[config.mk]
export PLATFORM = sky130hd
export DESIGN_NAME = pipe_hazard_ctrl
export DESIGN_NICKNAME = d
export VERILOG_FILES = /design/src/rtl/pipe_hazard_ctrl.sv
export SDC_FILE = /design/constraint.sdc
export NUM_CORES = 1
export LEC_CHECK = 0
export ABC_AREA = 1
export CAP_MARGIN = 20
export CORE_MARGIN = 2
export CORE_UTILIZATION = 30
export CTS_BUF_LIST = sky130_fd_sc_hd__clkbuf_8
export DETAILED_ROUTE_END_ITERATION = 8
export MAX_ROUTING_LAYER = met4
export PLACE_DENSITY = 0.54
export SETUP_SLACK_MARGIN = 0.1
export SYNTH_ARGS = -nofsm -noshare
export SYNTH_HDL_FRONTEND = slang
export SYNTH_SLANG_ARGS = --single-unit
[constraint.sdc]
create_clock -name clk -period 4.33 [get_ports clk]
set_input_delay 0.433 -clock clk [delete_from_list [all_inputs] [get_ports clk]]
set_output_delay 0.433 -clock clk [all_outputs]
set_load 0.05 [all_outputs]
[src/rtl/pipe_hazard_ctrl.sv]
// Issue/hazard controller: scalar/vector write scoreboard, RAW/WAW stall, branch serialisation.
// Optional performance counters are enabled by defining HAZARD_PERF_CNT_EN.
module pipe_hazard_ctrl #(
  parameter int unsigned NUM_SREG = 32,
  parameter int unsigned NUM_VREG = 32,
  parameter int unsigned CNT_W    = 2
) (
  input  logic       clk,
  input  logic       rst_n,
  input  logic       id_valid,
  input  logic [4:0] id_rs_addr,
  input  logic [4:0] id_rt_addr,
  input  logic       id_use_rs,
  input  logic       id_use_rt,
  input  logic       id_src_vec,
  input  logic [4:0] id_dst_addr,
  input  logic       id_reg_write,
  input  logic       id_vreg_write,
  input  logic       id_branch,
  input  logic       wb_reg_write,
  input  logic       wb_vreg_write,
  input  logic [4:0] wb_write_addr,
  input  logic       br_valid,
  input  logic       br_taken,
`ifdef HAZARD_PERF_CNT_EN
  output logic [31:0] perf_raw_cyc,
  output logic [31:0] perf_br_cyc,
  output logic [15:0] perf_flush,
`endif
  output logic       stall,
  output logic       bubble,
  output logic       flush_ifid,
  output logic       issue_fire,
  output logic [1:0] hazard_cause
);

  typedef logic [CNT_W-1:0] cnt_t;
  typedef enum logic [1:0] {IDLE, BR_WAIT, FLUSH} state_t;

  localparam cnt_t CNT_MAX = '1;
  localparam cnt_t CNT_ONE = cnt_t'(1);

  state_t state, state_nxt;
  cnt_t   s_cnt [NUM_SREG];
  cnt_t   v_cnt [NUM_VREG];

  cnt_t rs_cnt, rt_cnt, ds_cnt, dv_cnt;
  logic rs_hit, rt_hit, rs_pend, rt_pend;
  logic raw, waw_full;

  // Scalar index 0 is never looked up, so it always reads as zero.
  always_comb begin
    rs_cnt = '0;
    rt_cnt = '0;
    ds_cnt = '0;
    dv_cnt = '0;
    for (int unsigned i = 1; i < NUM_SREG; i++) begin
      if (!id_src_vec && id_rs_addr == 5'(i)) rs_cnt = s_cnt[i];
      if (!id_src_vec && id_rt_addr == 5'(i)) rt_cnt = s_cnt[i];
      if (id_dst_addr == 5'(i)) ds_cnt = s_cnt[i];
    end
    for (int unsigned i = 0; i < NUM_VREG; i++) begin
      if (id_src_vec && id_rs_addr == 5'(i)) rs_cnt = v_cnt[i];
      if (id_src_vec && id_rt_addr == 5'(i)) rt_cnt = v_cnt[i];
      if (id_dst_addr == 5'(i)) dv_cnt = v_cnt[i];
    end
  end

  // A source is free if its only pending write retires this very cycle.
  assign rs_hit  = id_src_vec ? (wb_vreg_write && wb_write_addr == id_rs_addr)
                              : (wb_reg_write  && wb_write_addr == id_rs_addr);
  assign rt_hit  = id_src_vec ? (wb_vreg_write && wb_write_addr == id_rt_addr)
                              : (wb_reg_write  && wb_write_addr == id_rt_addr);
  assign rs_pend = (rs_cnt > CNT_ONE) || (rs_cnt == CNT_ONE && !rs_hit);
  assign rt_pend = (rt_cnt > CNT_ONE) || (rt_cnt == CNT_ONE && !rt_hit);

  assign raw      = id_valid && ((id_use_rs && rs_pend) || (id_use_rt && rt_pend));
  assign waw_full = id_valid && ((id_reg_write  && ds_cnt == CNT_MAX) ||
                                 (id_vreg_write && dv_cnt == CNT_MAX));

  always_ff @(posedge clk or negedge rst_n) begin
    if (!rst_n) state <= IDLE;
    else        state <= state_nxt;
  end

  always_comb begin
    state_nxt    = state;
    stall        = 1'b0;
    bubble       = 1'b0;
    flush_ifid   = 1'b0;
    issue_fire   = 1'b0;
    hazard_cause = 2'd0;
    case (state)
      IDLE: begin
        stall        = raw || waw_full;
        bubble       = stall;
        issue_fire   = id_valid && !stall;
        hazard_cause = raw ? 2'd1 : (waw_full ? 2'd2 : 2'd0);
        if (issue_fire && id_branch) state_nxt = BR_WAIT;
      end
      BR_WAIT: begin
        stall        = 1'b1;
        bubble       = 1'b1;
        hazard_cause = 2'd3;
        if (br_valid) state_nxt = br_taken ? FLUSH : IDLE;
      end
      FLUSH: begin
        flush_ifid = 1'b1;
        bubble     = 1'b1;
        state_nxt  = IDLE;
      end
      default: state_nxt = IDLE;
    endcase
  end

  // Increment and decrement on the same register cancel; zero never decrements.
  always_ff @(posedge clk or negedge rst_n) begin
    if (!rst_n) begin
      for (int unsigned i = 0; i < NUM_SREG; i++) s_cnt[i] <= '0;
      for (int unsigned i = 0; i < NUM_VREG; i++) v_cnt[i] <= '0;
    end else begin
      for (int unsigned i = 1; i < NUM_SREG; i++) begin
        if (issue_fire && id_reg_write && id_dst_addr == 5'(i)) begin
          if (!(wb_reg_write && wb_write_addr == 5'(i) && s_cnt[i] != '0))
            s_cnt[i] <= s_cnt[i] + CNT_ONE;
        end else if (wb_reg_write && wb_write_addr == 5'(i) && s_cnt[i] != '0) begin
          s_cnt[i] <= s_cnt[i] - CNT_ONE;
        end
      end
      for (int unsigned i = 0; i < NUM_VREG; i++) begin
        if (issue_fire && id_vreg_write && id_dst_addr == 5'(i)) begin
          if (!(wb_vreg_write && wb_write_addr == 5'(i) && v_cnt[i] != '0))
            v_cnt[i] <= v_cnt[i] + CNT_ONE;
        end else if (wb_vreg_write && wb_write_addr == 5'(i) && v_cnt[i] != '0) begin
          v_cnt[i] <= v_cnt[i] - CNT_ONE;
        end
      end
    end
  end

`ifdef HAZARD_PERF_CNT_EN
  always_ff @(posedge clk or negedge rst_n) begin
    if (!rst_n) begin
      perf_raw_cyc <= '0;
      perf_br_cyc  <= '0;
      perf_flush   <= '0;
    end else begin
      if ((hazard_cause == 2'd1 || hazard_cause == 2'd2) && perf_raw_cyc != '1)
        perf_raw_cyc <= perf_raw_cyc + 32'd1;
      if (state == BR_WAIT && perf_br_cyc != '1)
        perf_br_cyc <= perf_br_cyc + 32'd1;
      if (state == FLUSH && perf_flush != '1)
        perf_flush <= perf_flush + 16'd1;
    end
  end
`endif

endmodule

Word-level counts from Yosys, hierarchy flattened. Index checks and enable logic that the tools add are counted.

Input bits: 33. Logic and storage cells: 1316. Bits in registers: 128. Output and inout port bits: 6.

Muxes and demuxes: 391. Order comparisons: 2. Add/sub/neg operators: 126. Eq/ne operators: 197. Reduce and logical (&&, ||, !) cells: 536.

Operators with widths (number): $mux W2 (383); $logic_and A1 B1 Y1 (331); $eq A5 B5 Y1 const B (64); $reduce_bool A2 Y1 (126); $eq A5 B4 Y1 const B (32); $ne A2 B2 Y1 const B (65); $reduce_and A2 Y1 (64); $add A2 B1 Y2 const B (63); $sub A2 B1 Y2 const B (63); $eq A5 B3 Y1 const B (16); $eq A5 B2 Y1 const B (8); $eq A5 B1 Y1 const B (4); $logic_not A5 Y1 (4); $eq A5 B5 Y1 (2); $pmux W2 S2 (2); $eq A2 B1 Y1 const B (3); $eq A2 B2 Y1 const B (3); $logic_or A1 B1 Y1 (5); $gt A2 B1 Y1 const B (2); $logic_not A1 Y1 (4); $mux W1 (4); $pmux W1 S2 (2); $logic_not A2 Y1 (1); $reduce_or A2 Y1 (1).

Depth between registers and ports, before layout.
Word-level depth: 79. Mapped depth: 55. Mapped depth without buffers: 55.

Worst setup path before layout. OpenSTA, ideal clock, no wires.

Kind: input-to-output. Start point: input port id_src_vec. End point: output port hazard_cause[1]. Path slack: -0.507 ns. Cell stages on the path: 44. Buffers on the path: 2. Arrival: 4.404 ns. Required time: 3.897 ns. Cell sequence: buf_4 > inv_2 > buf_2 > nand4_1 > nand3_1 > nor2_1 > nand3_1 > nor3_1 > nand4_1 > nand2_1 > nand4_1 > nor2_1 > nand4_1 > nand2_1 > nand3_1 > nand2_1 > nand3_1 > nand2_1 > [8 not listed] > nand3_1 > nand2_1 > nand3_1 > nand2_1 > nand3_1 > nand2_1 > nand4_1 > nand2_1 > nand3_1 > nand2_1 > nand3_1 > nor2_1 > nand3_1 > nor2_1 > nand2_1 > nand2_1 > nand2_1 > o21ai_0.

Longest elaborated chain between the ends: 73. Elaborated cells between the ends (all ways): 271. Those cells by class: order compare (2); eq/ne (2); mux (130); reduce/logical (137).

Ends and longest elaborated chain: start, declared (line 15) `input logic id_src_vec,`; $logic_not A1 Y1 (line 58, 59); $logic_and A1 B1 Y1 (on tied branches) (line 58, 59); $mux W2 (on tied branches) (31 in a row) (line 58, 59); $mux W2 (on tied branches) (32 in a row) (line 63, 64); $eq A2 B1 Y1 (on tied branches) (line 74, 75); $logic_and A1 B1 Y1 (on tied branches) (line 74, 75); $logic_or A1 B1 Y1 (on tied branches) (line 74, 75); $logic_and A1 B1 Y1 (line 77) `assign raw = id_valid && ((id_use_rs && rs_pend) || (id_use_rt && rt_pend));`; $logic_or A1 B1 Y1 (*) (line 77); $logic_and A1 B1 Y1 (*) (line 77); $mux W2 (*) (line 98) `hazard_cause = raw ? 2'd1 : (waw_full ? 2'd2 : 2'd0);`; $pmux W2 S2 (*) (line 93) `case (state)`; end, declared (line 34) `output logic [1:0] hazard_cause`.

Mark *: on every way between the ends. The rest lies on a longest branch, timed or not.

Worst setup path in the final report.
Start point: register s_cnt[61] (netlist name). End point: output port bubble.

Longest elaborated chain between the ends: 71. Elaborated cells between the ends (all ways): 175. Those cells by class: order compare (2); eq/ne (3); mux (158); reduce/logical (12).

Ends and longest elaborated chain: start, declared (line 44) `cnt_t s_cnt [NUM_SREG];`; start signal, assigned by index (line 125) `s_cnt[i] <= s_cnt[i] + CNT_ONE;`; start signal, assigned by index (line 127) `s_cnt[i] <= s_cnt[i] - CNT_ONE;`; $mux W2 (on tied branches) (31 in a row) (line 58, 59); $mux W2 (on tied branches) (32 in a row) (line 63, 64); $eq A2 B1 Y1 (on tied branches) (line 74, 75); $logic_and A1 B1 Y1 (on tied branches) (line 74, 75); $logic_or A1 B1 Y1 (on tied branches) (line 74, 75); $logic_and A1 B1 Y1 (line 77); $logic_or A1 B1 Y1 (line 77); $logic_and A1 B1 Y1 (line 77); $logic_or A1 B1 Y1 (*) (line 95) `stall = raw || waw_full;`; $pmux W1 S2 (*) (line 93); end, declared (line 31) `output logic bubble,`.

Marks and branches as above.

==> summary.txt <==
Setup path
  – Crit path max fanout: 2
  – Stages on worst setup path: 44
  – Delay-heaviest family, CP: simple AND/OR/NAND/NOR gates
  – WP data arrival: 5.76 ns
  – Startpoint types: flip-flop
  – R2r setup slk: -1.64 ns
  – Crit Path Class: flip-flop to primary output
  – FF-to-FF path depth: 47
  – Critical Path Most Common Cell: nand4_1
  – Max incr delay on CP: 0.40 ns
  – CP required: 3.90 ns
  – RR Endpoint: s_cnt[39]
  – Crit. Startpoint: s_cnt[61]
  – Worst R2R Start: s_cnt[61]
  – Critical Path End Type: primary output
  – CP max-delay cell: dfrtp_1
  – CP bufs+invs: 5

Timing
  – Worst Skew: 0.01143 ns
  – Final setup viols: 133
  – Hold_ws: 0.01438 ns
  – Pins Over Slew Limit: 0
  – Slew at the pin closest to its max-slew limit: 1.012 ns
  – Final Critical Period: 6.188 ns
  – Worst rel slew slack: 32.55%
  – Final Hold Viols: 0
  – Maximum clock rate: 161.6 MHz
  – RSZ-0062 raised after global routing: true
  – Setup Total Neg Slack: -202.53 ns
  – Tcrit/Tclk final: 142.9%
  – Final WS setup: -1.858 ns

Power and ir drop
  – Leakage: 8.443 nW
  – PwrDens: 381.2 nW/um^2
  – Clk network pwr share: 18.3%
  – Gate power share: 51.1%
  – Switch share: 45.49%
  – Cell-internal power: 0.003662 W
  – Sequential share of power: 30.5%
  – Sw Pwr: 0.003056 W
  – Max VDD drop: 0.0002022 V

Detailed routing
  – Antenna viol nets, final: 0
  – WL per Instance: 19.14 um
  – DRC viols: 0
  – DRT Pass-1 Iters: 7
  – Via Count: 16900
  – Starting DRT DRC Count: 1724
  – Vias per cell: 5.282
  – Final wirelength: 61240 um

Synthesis
  – Yosys reg bits: 128
  – Mapped cell area: 12770 sq um
  – Synth Warn #: 0
  – EDFF count, synth: 0
  – Seq/Total Area, Yosys: 25.07%
  – Post-synth ARST share: 100.0%
  – Most frequently used flop master after synthesis: dfrtp_1
  – Distinct cell type count after synthesis: 44
  – Mean Syn Cell Area: 5.675 sq um
  – Syn_nets: 2288
  – Cells after Synth: 2251

Clock network
  – CTS tree: done
  – Clock root buffer: clkbuf_8
  – Max clock buf depth: 2
  – Clk Latency, worst-skew pair: 0.52 ns
  – Clk sinks: 128
  – CTS buffer count: 17
  – Max H-tree Level: 4
  – CTS clk-pin slew, worst paths: 0.08 ns

Die
  – # IOs: 39
  – Die H: 210.4 um
  – Core area: 41950 sq um
  – Die W: 210.4 um
  – DIE AREA: 44250 sq um
  – Starting Density: 30.45%
  – Site Rows: 75

Placed design
  – Buffers on Ports: 38
  – RePlAce Congestion: 1.048
  – Dpl ws: -2.486 ns
  – Detailed placement HPWL: 48150 um
  – Placed Area: 16430 sq um

GRT
  – Largest net degree at the start of global routing: 98
  – First-pass GRT wire length: 93810 um
  – Via count of the first global-routing pass: 16550
  – GRT Overall Usage: 29.05%
  – Antenna violations before repair: 0
  – Grt ovf: 0

Run status
  – Failing checks: negative setup slack
  – Status: finished with violations

Layout
  – Final instance area: 17620 sq um
  – Share of cells above drive strength 1: 19.55%
  – Nets: 2684
  – N_diodes: 0
  – Layout Utilization: 42.01%
  – Layout area overhead: 37.94%

Hold path
  – Hold Crit Class: input pin to async pin

Run
  – Maxcap violations: 0
## Yosys cell counts, drive strengths merged (4+ instances only)
library cell	number	share of area [%]
dfrtp	128	25
a221oi	4	0.32
nand3b	35	2.1
o221ai	8	0.60
o22ai	13	0.64
nor3	83	3.3
clkbuf	16	0.47
o2111ai	8	0.55
a21o	4	0.24
a21oi	51	2.0
a211oi	5	0.29
buf	25	1.0
nor2	333	10
nand4	86	4.3
ha	4	0.39
nand2	653	19
o211ai	11	0.65
xnor2	5	0.34
or2	5	0.24
inv	369	11
o21ai	96	3.8
clkinv	5	0.15
xor2	39	2.7
nand3	253	10
## kinds of logic after synthesis
| kind of cell | after synthesis | share of synthesized area (%) |
|---|---|---|
| adder cells (fa/ha/maj) | 4 | 0.3918 |
| XOR/XNOR | 44 | 3.017 |
| buffers and inverters | 415 | 12.47 |
| flip-flops | 128 | 25.07 |
| AO/OA/AOI/OAI | 210 | 9.697 |
| AND/OR/NAND/NOR | 1450 | 49.35 |
## layer usage
layer / vias up / global-route usage [%] / part of all wire [%]
met5: - / - / 0
met4: 0 / 12.74 / 4.4
met3: 129 / 4.559 / 7.1
met2: 746 / 46.93 / 46
met1: 7961 / 35.96 / 42
li1: 8061 / - / -
## cell usage in the layout, fill, tap and decap left out, types with 12 or more instances in the layout
master           netlist  routed
a21oi_1               51      48
buf_4                  6     356
clkbuf_8               0      20
clkdlybuf4s50_1        0      24
dfrtp_1              128     128
inv_1                357     356
inv_2                 12      12
nand2_1              651     634
nand2_2                2      17
nand3_1              252     236
nand3_2                1      16
nand3b_1              35      35
nand4_1               84      84
nor2_1               317     305
nor2_4                 3      23
nor3_1                83      83
o21ai_0               75      66
o21ai_1               20      26
o22ai_1               13      12
xor2_1                39      39
## power by group through the flow
stage | logic [W] | clock network [W] | registers (W)
after floorplan | 0.00158 | 0 | 0.00200
after global placement | 0.00308 | 0 | 0.00205
after detailed placement | 0.00313 | 0 | 0.00205
after CTS | 0.00336 | 0.00126 | 0.00204
after global routing | 0.00375 | 0.00130 | 0.00209
final | 0.00344 | 0.00123 | 0.00205
## final cells by class
| class | count | area [sq um] |
|---|---|---|
| Clock inverter | 12 | 163.9 |
| Timing Repair Buffer | 418 | 3545 |
| Sequential cell | 128 | 3203 |
| Tap cell | 539 | 674.4 |
| Fill cell | 4466 | 24320 |
| Clock buffer | 20 | 275.3 |
| Multi-Input combinational cell | 1708 | 8349 |
| Inverter | 374 | 1411 |
## per-stage QoR
step                      power [W]  cells
after global routing       0.007132   3199
after floorplan            0.003577   2251
after global placement     0.005133   3138
after detailed placement   0.005184   3138
final                      0.006718   3199
after CTS                  0.006651   3194
## worst max-delay path by stage
stage / endpoint / slack [ns]
2_1_floorplan: v_cnt[57] / 0.06
3_3_place_gp: s_cnt[1] / -2.42
3_5_place_dp: s_cnt[32] / -2.49
4_1_cts: bubble / -1.77
5_1_grt: stall / -2.08
6_report: bubble / -1.86
## sequential cells by signal (all words and copies together), names as in the netlist
name,flops
s_cnt,62
v_cnt,64
state,2
## what timing repair did
item                                    CTS  global route
cloned                                    5             0
resized for setup                        87            22
buffers inserted                         19             5
pin swaps                                25            18
endpoints found under the setup margin  133           133
hold endpoints to repair                  0             0
hold buffers                              0             0
No activity file was read; power rests on OpenSTA's default activity.
